$ cat config.mk
export PLATFORM = sky130hd
export DESIGN_NAME = sweep_ctrl
export DESIGN_NICKNAME = d
export VERILOG_FILES = /design/src/rtl/sweep_ctrl.sv
export SDC_FILE = /design/constraint.sdc
export NUM_CORES = 1
export LEC_CHECK = 0
export CAP_MARGIN = 20
export CORE_UTILIZATION = 50
export CTS_BUF_LIST = sky130_fd_sc_hd__clkbuf_16
export DETAILED_ROUTE_END_ITERATION = 7
export PLACE_DENSITY_LB_ADDON = 0.05
export SYNTH_ARGS = -nofsm -noshare
export SYNTH_HDL_FRONTEND = slang
export SYNTH_SLANG_ARGS = --single-unit
$ cat constraint.sdc
create_clock -name clk -period 5.2 [get_ports clk]
set_clock_uncertainty 0.15 [all_clocks]
set_input_delay 1.56 -clock clk [delete_from_list [all_inputs] [get_ports clk]]
set_output_delay 1.56 -clock clk [all_outputs]
set_load 0.02 [all_outputs]
$ cat src/rtl/sweep_ctrl.sv
// sweep_ctrl: frequency-sweep sequencer for the DDS phase accumulator.
// Shadows start/end/step/dwell on a start request, then walks fre_k from start
// toward end in fixed steps, holding each point for dwell clocks. The last step
// is clamped so fre_k never passes end, in either sweep direction.
module sweep_ctrl #(
    parameter logic [31:0] FRE_DEFAULT = 32'd34360,
    parameter int          LOOP        = 0
) (
    input  logic        clk,
    input  logic        rst,
    input  logic        start,
    input  logic        stop,
    input  logic [31:0] fre_start,
    input  logic [31:0] fre_end,
    input  logic [31:0] fre_step,
    input  logic [31:0] dwell,
    output logic [31:0] fre_k,
    output logic        busy,
    output logic        step_stb,
    output logic        done
);
    // Handshake: start and stop are single-cycle request pulses sampled on the
    // rising clk edge with no acknowledge; step_stb and done are single-cycle
    // registered strobes with no back-pressure. In IDLE a start accompanied by
    // stop is dropped; in RUN start is ignored and stop aborts the sweep.

    typedef enum logic {IDLE = 1'b0, RUN = 1'b1} state_t;

    state_t      state;
    logic        load_pend;   // start accepted, first point goes out next edge
    logic [31:0] sh_start;
    logic [31:0] sh_end;
    logic [31:0] sh_step;
    logic [31:0] sh_dwell;    // already forced to at least 1
    logic        dir_down;
    logic [31:0] dwell_cnt;

    logic [32:0] sum_up;
    logic [32:0] diff_dn;
    logic [31:0] next_k;
    logic        at_end;
    logic        dwell_hit;

    // Next sweep point: 33-bit add/subtract so carry or borrow clamps to end.
    always_comb begin
        sum_up    = {1'b0, fre_k} + {1'b0, sh_step};
        diff_dn   = {1'b0, fre_k} - {1'b0, sh_step};
        next_k    = sh_end;
        if (dir_down) begin
            if (!diff_dn[32] && (diff_dn[31:0] > sh_end)) next_k = diff_dn[31:0];
        end else begin
            if (!sum_up[32] && (sum_up[31:0] < sh_end)) next_k = sum_up[31:0];
        end
        // A zero step can never move, so it behaves as a one-point sweep.
        at_end    = (fre_k == sh_end) || (sh_step == 32'd0);
        dwell_hit = (dwell_cnt == sh_dwell);
    end

    // Sweep FSM with shadow registers, dwell counter and registered outputs.
    always_ff @(posedge clk) begin
        if (rst) begin
            state     <= IDLE;
            load_pend <= 1'b0;
            sh_start  <= 32'd0;
            sh_end    <= 32'd0;
            sh_step   <= 32'd0;
            sh_dwell  <= 32'd1;
            dir_down  <= 1'b0;
            dwell_cnt <= 32'd0;
            fre_k     <= FRE_DEFAULT;
            busy      <= 1'b0;
            step_stb  <= 1'b0;
            done      <= 1'b0;
        end else begin
            step_stb <= 1'b0;
            done     <= 1'b0;
            case (state)
                IDLE: begin
                    if (load_pend) begin
                        load_pend <= 1'b0;
                        fre_k     <= sh_start;
                        busy      <= 1'b1;
                        step_stb  <= 1'b1;
                        dwell_cnt <= 32'd1;
                        state     <= RUN;
                    end else if (start && !stop) begin
                        load_pend <= 1'b1;
                        sh_start  <= fre_start;
                        sh_end    <= fre_end;
                        sh_step   <= fre_step;
                        sh_dwell  <= (dwell == 32'd0) ? 32'd1 : dwell;
                        dir_down  <= (fre_end < fre_start);
                    end
                end
                RUN: begin
                    if (stop) begin
                        state     <= IDLE;
                        busy      <= 1'b0;
                        dwell_cnt <= 32'd0;
                    end else if (dwell_hit) begin
                        if (!at_end) begin
                            fre_k     <= next_k;
                            step_stb  <= 1'b1;
                            dwell_cnt <= 32'd1;
                        end else if (LOOP != 0) begin
                            fre_k     <= sh_start;
                            step_stb  <= 1'b1;
                            dwell_cnt <= 32'd1;
                        end else begin
                            done      <= 1'b1;
                            busy      <= 1'b0;
                            dwell_cnt <= 32'd0;
                            state     <= IDLE;
                        end
                    end else begin
                        dwell_cnt <= dwell_cnt + 32'd1;
                    end
                end
                default: state <= IDLE;
            endcase
        end
    end

endmodule

==> results.sh, run 1 <==
export IMPL_ys_ff_latch=198
export IMPL_status="complete, no violations"
export IMPL_synth_compound_gate_area_share_pct=22.7
export IMPL_yosys_area_top_type="dfxtp_1"
export IMPL_hp_start="sh_start[19]$_SDFFE_PP0P_"
export IMPL_via_count=15700
export IMPL_slowest_stage="a2111o_1"
export IMPL_clk_pin_slew_ns=0.08
export IMPL_period_minus_slack_ns=5.11
export IMPL_synthTopCellsByCount="nand2_1 (344), a21oi_1 (246), dfxtp_1 (198)"
export IMPL_placed_area_um2=17900
export IMPL_cpPeakStageDelay_ns=0.46
export IMPL_grt_max_degree=74
export IMPL_regArea_um2=3970
export IMPL_syn_nets=2288
export IMPL_stdcell_area_um2=18900
export IMPL_grt_usage_pct=35.8
export IMPL_power_density_nw_per_um2=269
export IMPL_final_layout_size_suffix_gt1_share_pct=12.5
export IMPL_cap_violations=0
export IMPL_crit_type="register to register"
export IMPL_syn_area_um2=15200
export IMPL_synth_seq_area_share_pct=26.1
export IMPL_multiInputGateArea_um2=10500
export IMPL_drc=0
export IMPL_antenna_found_initial=0
export IMPL_power_w=0.00507
export IMPL_drtAntennaViolNets=0
export IMPL_portBuffers=166
export IMPL_finalHoldViolations=0
export IMPL_clock_sinks=198
export IMPL_final_max_slew_violation_count=0
export IMPL_synthTopCellsByArea="dfxtp_1 (26%), ha_1 (13%), nand2_1 (8.5%)"
export IMPL_cp_num_buf_inv=4
export IMPL_synth_top_family_by_area="compound AO/OA/AOI/OAI gates"
export IMPL_r2r_cells=22
export IMPL_grt_pass1_wl_um=84500
export IMPL_peakVddDrop_uv=250
export IMPL_crit_path_cell_trace="inv_1, ha_1, fa_1, nor2b_1, o31a_1, o2bb2ai_4, buf_4, o21a_1, o21ai_0, xnor2_1, ha_1, nand2_1, o21ai_1, a221o_1, a2111o_1, a2bb2oi_4, nor3_4, buf_4, nor2_4, buf_12, nand2_1, a311oi_2"
export IMPL_cp_max_fo=7
export IMPL_worstSkewPairLatency_ns=0.47
export IMPL_grt_pass1_vias=14600
export IMPL_setup_viol=0
export IMPL_cts_hold_buf=0
export IMPL_ys_async_sr_fraction_pct=0
export IMPL_startpoint="fre_k[0]$_SDFFE_PP0P_"
export IMPL_synth_most_common_cell="nand2_1"
export IMPL_min_to="sh_start[19]$_SDFFE_PP0P_"
export IMPL_clock_fmax_mhz=196
export IMPL_viasPerCell=5.96
export IMPL_cts_tree="yes"
export IMPL_synth_edf_count=0
export IMPL_whs_path_depth=2
export IMPL_wl_per_cell_um=21.4
export IMPL_r2r_end="fre_k[1]$_SDFFE_PP0P_"
export IMPL_drt_iter0_markers=1657
export IMPL_min_period_over_period_pct=98.4
export IMPL_synth_simple_area_share_pct=21.8
export IMPL_clockBufferDepth=2
export IMPL_ys_warn_count=0
export IMPL_n_antenna_cell=0
export IMPL_hp_class="register to register"
export IMPL_rr_startpoint="fre_k[0]$_SDFFE_PP0P_"
export IMPL_ios=167
export IMPL_fill_cells=2680
export IMPL_nets=2523
export IMPL_synth_xor_area_share_pct=8.35
export IMPL_htree_levels=4
export IMPL_cp_top_family="compound AO/OA/AOI/OAI gates"
export IMPL_cts_made_buffers=17
export IMPL_ys_types=93
export IMPL_avgSynthCellArea_um2=7.62
export IMPL_reg2reg_slack_ns=0.09
export IMPL_rows=63
export IMPL_critPathLaunchType="register"
export IMPL_die_area_um2=31100
export IMPL_initial_core_util_pct=51.0
export IMPL_timing_slew_headroom_pct=44.7
export IMPL_die_y_um=176
export IMPL_synth_top_area_share_pct=26.1
export IMPL_synth_adder_area_share_pct=13.4
export IMPL_cts_root_buffer="clkbuf_16"
export IMPL_endpoint_kind="register"
export IMPL_critPathArrivalTime_ns=5.32
export IMPL_routed_wl_um=56400
export IMPL_area_delta_synth_final_pct=24.2
export IMPL_synthCells=1994
export IMPL_gp_congestion=0.999
export IMPL_fp_dieW_um=176
export IMPL_post_synth_mux_area_share_pct=0.889
export IMPL_worst_ep_required_time_ns=5.41
export IMPL_core_area_um2=29800
export IMPL_power_leakage_nw=7.63
export IMPL_dp_hpwl_um=44400
export IMPL_dr_pass1_iters=7
export IMPL_synthFlopType="dfxtp_1"
export IMPL_grt_overflow_total=0
export IMPL_tightest_slew_ns=0.822
## metal layers
metal	GRT usage, %	vias to the layer above	routed length [um]
li1	-	7497	-
met1	49.7	7339	24900
met2	54.9	745	24600
met3	6.35	99	4830
met4	13.6	0	2010
met5	0	-	0
## where the power goes
group	total (W)	internal, W	switching [W]
combinational	0.00207	0.000912	0.00116
clock	0.00135	0.000674	0.000673
sequential	0.00166	0.00158	0.0000758
## worst min-delay path, cell delays in order, from the launching register on
cell     delay, ns
dfxtp_1       0.31
nand2_1       0.05
a21oi_1       0.05
## worst max path at each step
stage	slack (ns)	cells after the start	end
after floorplan	0.54	19	fre_k[4]$_SDFFE_PP1P_
after global placement	-0.11	20	fre_k[1]$_SDFFE_PP0P_
after detailed placement	-0.06	20	fre_k[1]$_SDFFE_PP0P_
after CTS	0.002	20	fre_k[1]$_SDFFE_PP0P_
after global routing	-0.03	21	fre_k[11]$_SDFFE_PP0P_
final	0.09	22	fre_k[1]$_SDFFE_PP0P_
## kinds of logic (layout without fill, tap and decap cells)
logic type,count (synthesis),in the layout
buf+inv,243,488
fa+ha+maj,162,162
flops,198,198
compound gates,523,523
mux,13,13
simple gates,710,713
xor+xnor,145,145
## area by class of cell
| class | count | area share, % |
|---|---|---|
| timing repair buffer | 311 | 14.7 |
| tap | 390 | 2.59 |
| clock inverter | 15 | 0.795 |
| multi-input combinational | 1556 | 55.8 |
| sequential | 198 | 21.0 |
| clock buffer | 17 | 2.25 |
| inverter | 145 | 2.88 |
## sequential cells by signal, indices dropped and copies added (netlist names)
name       flops
dwell_cnt     32
fre_k         32
sh_dwell      32
sh_end        32
sh_start      32
sh_step       32
busy           1
dir_down       1
done           1
load_pend      1
state          1
step_stb       1
## layout by cell type (no fill, tap or decap), types with 10 or more instances in the layout
master	instances
nor4_1	33
o21bai_1	13
a31oi_1	10
or3_1	19
clkbuf_16	17
clkdlybuf4s50_1	165
and4_1	13
o21ai_0	56
a21oi_1	243
nand3_1	37
o31ai_1	14
nor2_1	115
nor2b_1	16
nand2b_1	13
nand4_1	43
a211oi_1	12
o211ai_1	19
a221oi_1	18
dfxtp_1	192
xor2_1	56
and3_1	14
nand2_1	344
buf_4	144
a21o_1	24
nor3_1	27
xnor2_1	81
ha_1	151
inv_1	140
## timing repair
item	in CTS	in global routing
resized for setup	2	55
pin swaps	1	12
gates cloned	0	3
setup buffers	2	9
endpoints found under the setup margin	3	32
## through the flow
stage	utilization [%]	hold WS, ns	setup slack, ns	instances	TNS [ns]
3_5_place_dp	60.1	0.296	-0.0573	2586	-0.0795
4_1_cts	62.1	0.307	0.00202	2620	0
3_3_place_gp	60.1	0.292	-0.109	2586	-0.213
5_1_grt	63.4	0.329	-0.0279	2632	-0.0750
2_1_floorplan	-	0.282	0.540	1994	0
6_report	63.4	0.308	0.0853	2632	0
(Power assumes the default switching activity.)
==> inputs of run 2 (changes only) <==
--- a/config.mk
+++ b/config.mk
@@ -10,6 +10,7 @@
 export CTS_BUF_LIST = sky130_fd_sc_hd__clkbuf_16
 export DETAILED_ROUTE_END_ITERATION = 7
 export PLACE_DENSITY_LB_ADDON = 0.05
+export SKIP_CTS_REPAIR_TIMING = 1
 export SYNTH_ARGS = -nofsm -noshare
 export SYNTH_HDL_FRONTEND = slang
 export SYNTH_SLANG_ARGS = --single-unit
==> results.sh, run 2 (synthesis results as in run 1) <==
export IMPL_viasPerCell=5.95
export IMPL_fill_cells=2686
export IMPL_final_cell_mix="nand2_1 (344), a21oi_1 (242), dfxtp_1 (191)"
export IMPL_cp_common_cell="buf_4"
export IMPL_initial_core_util_pct=51.0
export IMPL_cts_root_buffer="clkbuf_16"
export IMPL_hp_class="register to register"
export IMPL_crit_end="fre_k[4]$_SDFFE_PP1P_"
export IMPL_slowest_stage="ha_1"
export IMPL_cp_max_fo=7
export IMPL_n_antenna_cell=0
export IMPL_finalHoldViolations=0
export IMPL_startpoint="sh_step[10]$_SDFFE_PP0P_"
export IMPL_cp_top_family="simple AND/OR/NAND/NOR gates"
export IMPL_grt_pass1_wl_um=84400
export IMPL_tightest_slew_ns=0.813
export IMPL_critPathArrivalTime_ns=5.31
export IMPL_period_minus_slack_ns=5.15
export IMPL_r2r_cells=22
export IMPL_mostFrequentLayoutCell="nand2_1"
export IMPL_nets=2526
export IMPL_path_depth=22
export IMPL_power_w=0.00508
export IMPL_place_ws_ns=-0.0573
export IMPL_ios=167
export IMPL_rr_startpoint="sh_step[10]$_SDFFE_PP0P_"
export IMPL_via_count=15700
export IMPL_htree_levels=4
export IMPL_drc=0
export IMPL_clock_sinks=198
export IMPL_multiInputGateArea_um2=10500
export IMPL_critPathLaunchType="register"
export IMPL_clk_pin_slew_ns=0.08
export IMPL_drtAntennaViolNets=0
export IMPL_peakVddDrop_uv=252
export IMPL_drt_iter0_markers=1599
export IMPL_reg2reg_slack_ns=0.05
export IMPL_die_area_um2=31100
export IMPL_worst_ep_required_time_ns=5.36
export IMPL_grt_pass1_vias=14600
export IMPL_rows=63
export IMPL_stdcell_area_um2=18900
export IMPL_setup_tns_ns=0
export IMPL_wl_per_cell_um=21.5
export IMPL_dr_pass1_iters=6
export IMPL_r2r_end="fre_k[4]$_SDFFE_PP1P_"
export IMPL_final_max_slew_violation_count=0
export IMPL_status="complete, no violations"
export IMPL_antenna_found_initial=0
export IMPL_placed_area_um2=17900
export IMPL_die_y_um=176
export IMPL_grt_max_degree=74
export IMPL_timing_slew_headroom_pct=45.3
export IMPL_regArea_um2=3970
export IMPL_worstSkewPairLatency_ns=0.47
export IMPL_clockBufferDepth=2
export IMPL_min_period_over_period_pct=99.0
export IMPL_core_area_um2=29800
export IMPL_power_leakage_nw=7.65
export IMPL_area_delta_synth_final_pct=24.5
export IMPL_fin_ws_ns=0.0515
export IMPL_fp_dieW_um=176
export IMPL_dp_hpwl_um=44400
export IMPL_power_density_nw_per_um2=268
export IMPL_cts_made_buffers=17
export IMPL_instances_no_fill=2635
export IMPL_cpPeakStageDelay_ns=0.42
export IMPL_grt_overflow_total=0
export IMPL_clock_fmax_mhz=194
export IMPL_crit_type="register to register"
export IMPL_crit_path_cell_trace="inv_1, ha_1, inv_2, a21o_1, or3_1, o211ai_1, buf_4, o21ai_1, a21oi_2, xnor2_1, buf_4, ha_1, nand4_1, nor4_2, nor3b_2, a211oi_4, buf_4, and4_2, buf_4, a221o_1, a21oi_1, a21oi_1"
export IMPL_cp_num_buf_inv=6
export IMPL_endpoint_kind="register"
export IMPL_placed_cells=2586
export IMPL_grt_usage_pct=35.8
export IMPL_routed_wl_um=56600
export IMPL_cap_violations=0
export IMPL_final_layout_size_suffix_gt1_share_pct=12.8
export IMPL_cts_tree="yes"
export IMPL_setup_viol=0
export IMPL_gp_congestion=0.999
export IMPL_portBuffers=166
==> run 2: changes by cell type in the layout (fill, tap and decap cells not counted), sizes merged <==
cell and change:
nor3 -1, and4 +1, buf +3
==> run 2: how the worst min path moves through the flow <==
stage | start | end | slack [ns] | cells past startpoint
after floorplan | sh_start[28]$_SDFFE_PP0P_ | sh_start[28]$_SDFFE_PP0P_ | 0.28 | 2
after global placement | sh_start[9]$_SDFFE_PP0P_ | sh_start[9]$_SDFFE_PP0P_ | 0.29 | 2
after detailed placement | sh_start[9]$_SDFFE_PP0P_ | sh_start[9]$_SDFFE_PP0P_ | 0.30 | 2
after CTS | sh_start[9]$_SDFFE_PP0P_ | sh_start[9]$_SDFFE_PP0P_ | 0.31 | 2
after global routing | sh_start[13]$_SDFFE_PP0P_ | sh_start[13]$_SDFFE_PP0P_ | 0.33 | 2
final | sh_start[9]$_SDFFE_PP0P_ | sh_start[9]$_SDFFE_PP0P_ | 0.31 | 2
==> run 2: cell type report <==
class                   instances  share of cell area, %
repair buffers                314                   14.8
well taps                     390                   2.58
multi-input cells            1556                   55.7
clock buffers                  17                   2.25
inverters                     145                   2.88
flip-flops and latches        198                   21.0
clock inverters                15                  0.793
==> run 2: tightest hold or removal path, delay by kind of cell (launching register included) <==
kind,cells,cell delay (ns)
AOI/OAI and AO/OA,1,0.05
DFF,1,0.31
and+or+nand+nor,1,0.05
==> run 2: power by group <==
part           switching (W)  internal [W]  total [W]
combinational        0.00116      0.000919    0.00208
clock               0.000671      0.000674    0.00134
sequential         0.0000761       0.00158    0.00166
total                0.00191       0.00317    0.00508
==> run 2: metal layers <==
layer  wire length [um]  GRT usage (%)  vias to the layer above  part of all wire (%)
met2              24800           54.8                      695                    44
met5                  0              0                        -                     0
met3               4580           6.35                      106                   8.1
met4               2100           13.6                        0                   3.7
li1                   -              -                     7497                     -
met1              25100           49.7                     7371                    44
==> run 2: through the flow <==
| stage | util, % | hold slack (ns) |
|---|---|---|
| global placement | 60.1 | 0.292 |
| floorplan | - | 0.282 |
| detailed placement | 60.1 | 0.296 |
| finish | 63.5 | 0.308 |
| global route | 63.5 | 0.329 |
| CTS | 62.0 | 0.307 |
==> inputs of run 3 (changes only) <==
==> constraint.sdc (replaced) <==
create_clock -name clk -period 5.2 [get_ports clk]
set_clock_uncertainty 0.15 [all_clocks]
set_input_delay 1.56 -clock clk [delete_from_list [all_inputs] [get_ports clk]]
set_output_delay 1.56 -clock clk [all_outputs]
set_load 0.01 [all_outputs]
==> results.sh, run 3 (synthesis results as in run 1) <==
export IMPL_status="complete, no violations"
export IMPL_peakVddDrop_uv=251
export IMPL_nets=2521
export IMPL_die_area_um2=31100
export IMPL_drt_iter0_markers=1615
export IMPL_final_cell_mix="nand2_1 (344), a21oi_1 (244), dfxtp_1 (196)"
export IMPL_final_layout_size_suffix_gt1_share_pct=12.1
export IMPL_portBuffers=166
export IMPL_timing_slew_headroom_pct=45.8
export IMPL_critPathArrivalTime_ns=5.31
export IMPL_dr_pass1_iters=6
export IMPL_grt_pass1_vias=14600
export IMPL_worstSkewPairLatency_ns=0.46
export IMPL_grt_usage_pct=35.6
export IMPL_mostFrequentLayoutCell="nand2_1"
export IMPL_power_density_nw_per_um2=266
export IMPL_setup_viol=0
export IMPL_use_met1_pct=48.8
export IMPL_grt_pass1_wl_um=84200
export IMPL_antenna_found_initial=0
export IMPL_finalHoldViolations=0
export IMPL_power_w=0.00501
export IMPL_hp_class="register to register"
export IMPL_worst_ep_required_time_ns=5.36
export IMPL_grt_max_degree=74
export IMPL_rows=63
export IMPL_initial_core_util_pct=51.0
export IMPL_endpoint_kind="register"
export IMPL_crit_type="register to register"
export IMPL_grt_util_met2_pct=54.1
export IMPL_crit_path_cell_trace="inv_1, ha_1, nor2_1, a2111oi_2, nand4_1, o21ai_2, o21ai_1, buf_4, a211oi_4, xnor2_1, ha_1, nand4_1, nor4_4, nor3b_4, a211oi_4, and4_2, buf_4, a221o_1, a21oi_1, a21oi_1"
export IMPL_power_switching_w=0.00187
export IMPL_clockBufferDepth=2
export IMPL_whs_ns=0.303
export IMPL_wl_per_cell_um=21.4
export IMPL_via_count=15600
export IMPL_drtAntennaViolNets=0
export IMPL_seqPwrFrac_pct=33.0
export IMPL_p_int_w=0.00314
export IMPL_cp_num_buf_inv=3
export IMPL_fp_dieW_um=176
export IMPL_routed_wl_um=56100
export IMPL_cts_root_buffer="clkbuf_16"
export IMPL_dp_hpwl_um=44300
export IMPL_gp_congestion=0.998
export IMPL_cts_tree="yes"
export IMPL_min_period_over_period_pct=99.0
export IMPL_cpPeakStageDelay_ns=0.48
export IMPL_cp_max_fo=7
export IMPL_pwr_share_clk_pct=26.0
export IMPL_clock_fmax_mhz=194
export IMPL_comb_power_share_pct=40.9
export IMPL_tightest_slew_ns=0.813
export IMPL_critPathLaunchType="register"
export IMPL_stdcell_area_um2=18800
export IMPL_place_ws_ns=-0.0762
export IMPL_switching_share_pct=37.3
export IMPL_placed_area_um2=17900
export IMPL_fin_ws_ns=0.0527
export IMPL_grtUsageMet3_pct=6.48
export IMPL_grt_overflow_total=0
export IMPL_viasPerCell=5.95
export IMPL_reg2reg_slack_ns=0.05
export IMPL_ios=167
export IMPL_cp_top_family="compound AO/OA/AOI/OAI gates"
export IMPL_final_max_slew_violation_count=0
export IMPL_cts_made_buffers=17
export IMPL_period_minus_slack_ns=5.15
export IMPL_core_area_um2=29800
export IMPL_clk_pin_slew_ns=0.08
export IMPL_cap_violations=0
export IMPL_grt_most_used_layer="met2"
export IMPL_die_y_um=176
export IMPL_instances_no_fill=2629
export IMPL_area_delta_synth_final_pct=23.8
export IMPL_placed_cells=2587
export IMPL_n_antenna_cell=0
export IMPL_clock_sinks=198
export IMPL_htree_levels=4
export IMPL_power_leakage_nw=7.63
export IMPL_drc=0
export IMPL_slowest_stage="a2111oi_2"
==> run 3: cell count changes in the layout (fill, tap and decap cells not counted), sizes merged <==
cell	before	now
clkinvlp	1	2
clkinv	10	8
buf	149	145
and4	16	15
==> run 3: area by class of cell <==
class	count	area (um2)
clock buffers	17	425
clock inverters	14	130
fillers	2672	11000
inverters	145	544
multi-input cells	1555	10500
flip-flops and latches	198	3970
well taps	390	488
repair buffers	310	2770
==> run 3: tightest hold or removal path, cell delays in order (launching register included) <==
cell,delay (ns)
dfxtp_1,0.31
nand2_1,0.05
a21oi_1,0.05
==> run 3: per-stage QoR <==
stage	TNS, ns	utilization, %
CTS	-0.329	62.0
detailed placement	-0.114	60.1
finish	0	63.2
global placement	-0.137	60.1
floorplan	0	-
global route	-0.0623	63.2
==> run 3: path summary, 6_finish.rpt <==
path	end	startpoint	depth (start not counted)
hold / removal	sh_start[1]$_SDFFE_PP0P_	sh_start[1]$_SDFFE_PP0P_	2
hold reg to reg	sh_start[1]$_SDFFE_PP0P_	sh_start[1]$_SDFFE_PP0P_	2
setup / recovery	fre_k[4]$_SDFFE_PP1P_	sh_step[15]$_SDFFE_PP0P_	20
setup reg to reg	fre_k[4]$_SDFFE_PP1P_	sh_step[15]$_SDFFE_PP0P_	20
==> run 3: metal layers <==
| metal | wire, um | up-vias |
|---|---|---|
| met5 | 0 | - |
| met4 | 2700 | 0 |
| met3 | 4820 | 116 |
| met2 | 23900 | 743 |
| met1 | 24700 | 7269 |
| li1 | - | 7512 |
==> run 3: power groups by stage <==
stage	clock network, W	registers, W	logic, W
global placement	0	0.00168	0.00188
CTS	0.00132	0.00165	0.00191
detailed placement	0	0.00169	0.00189
floorplan	0	0.00167	0.00118
global route	0.00138	0.00166	0.00220
finish	0.00130	0.00165	0.00205
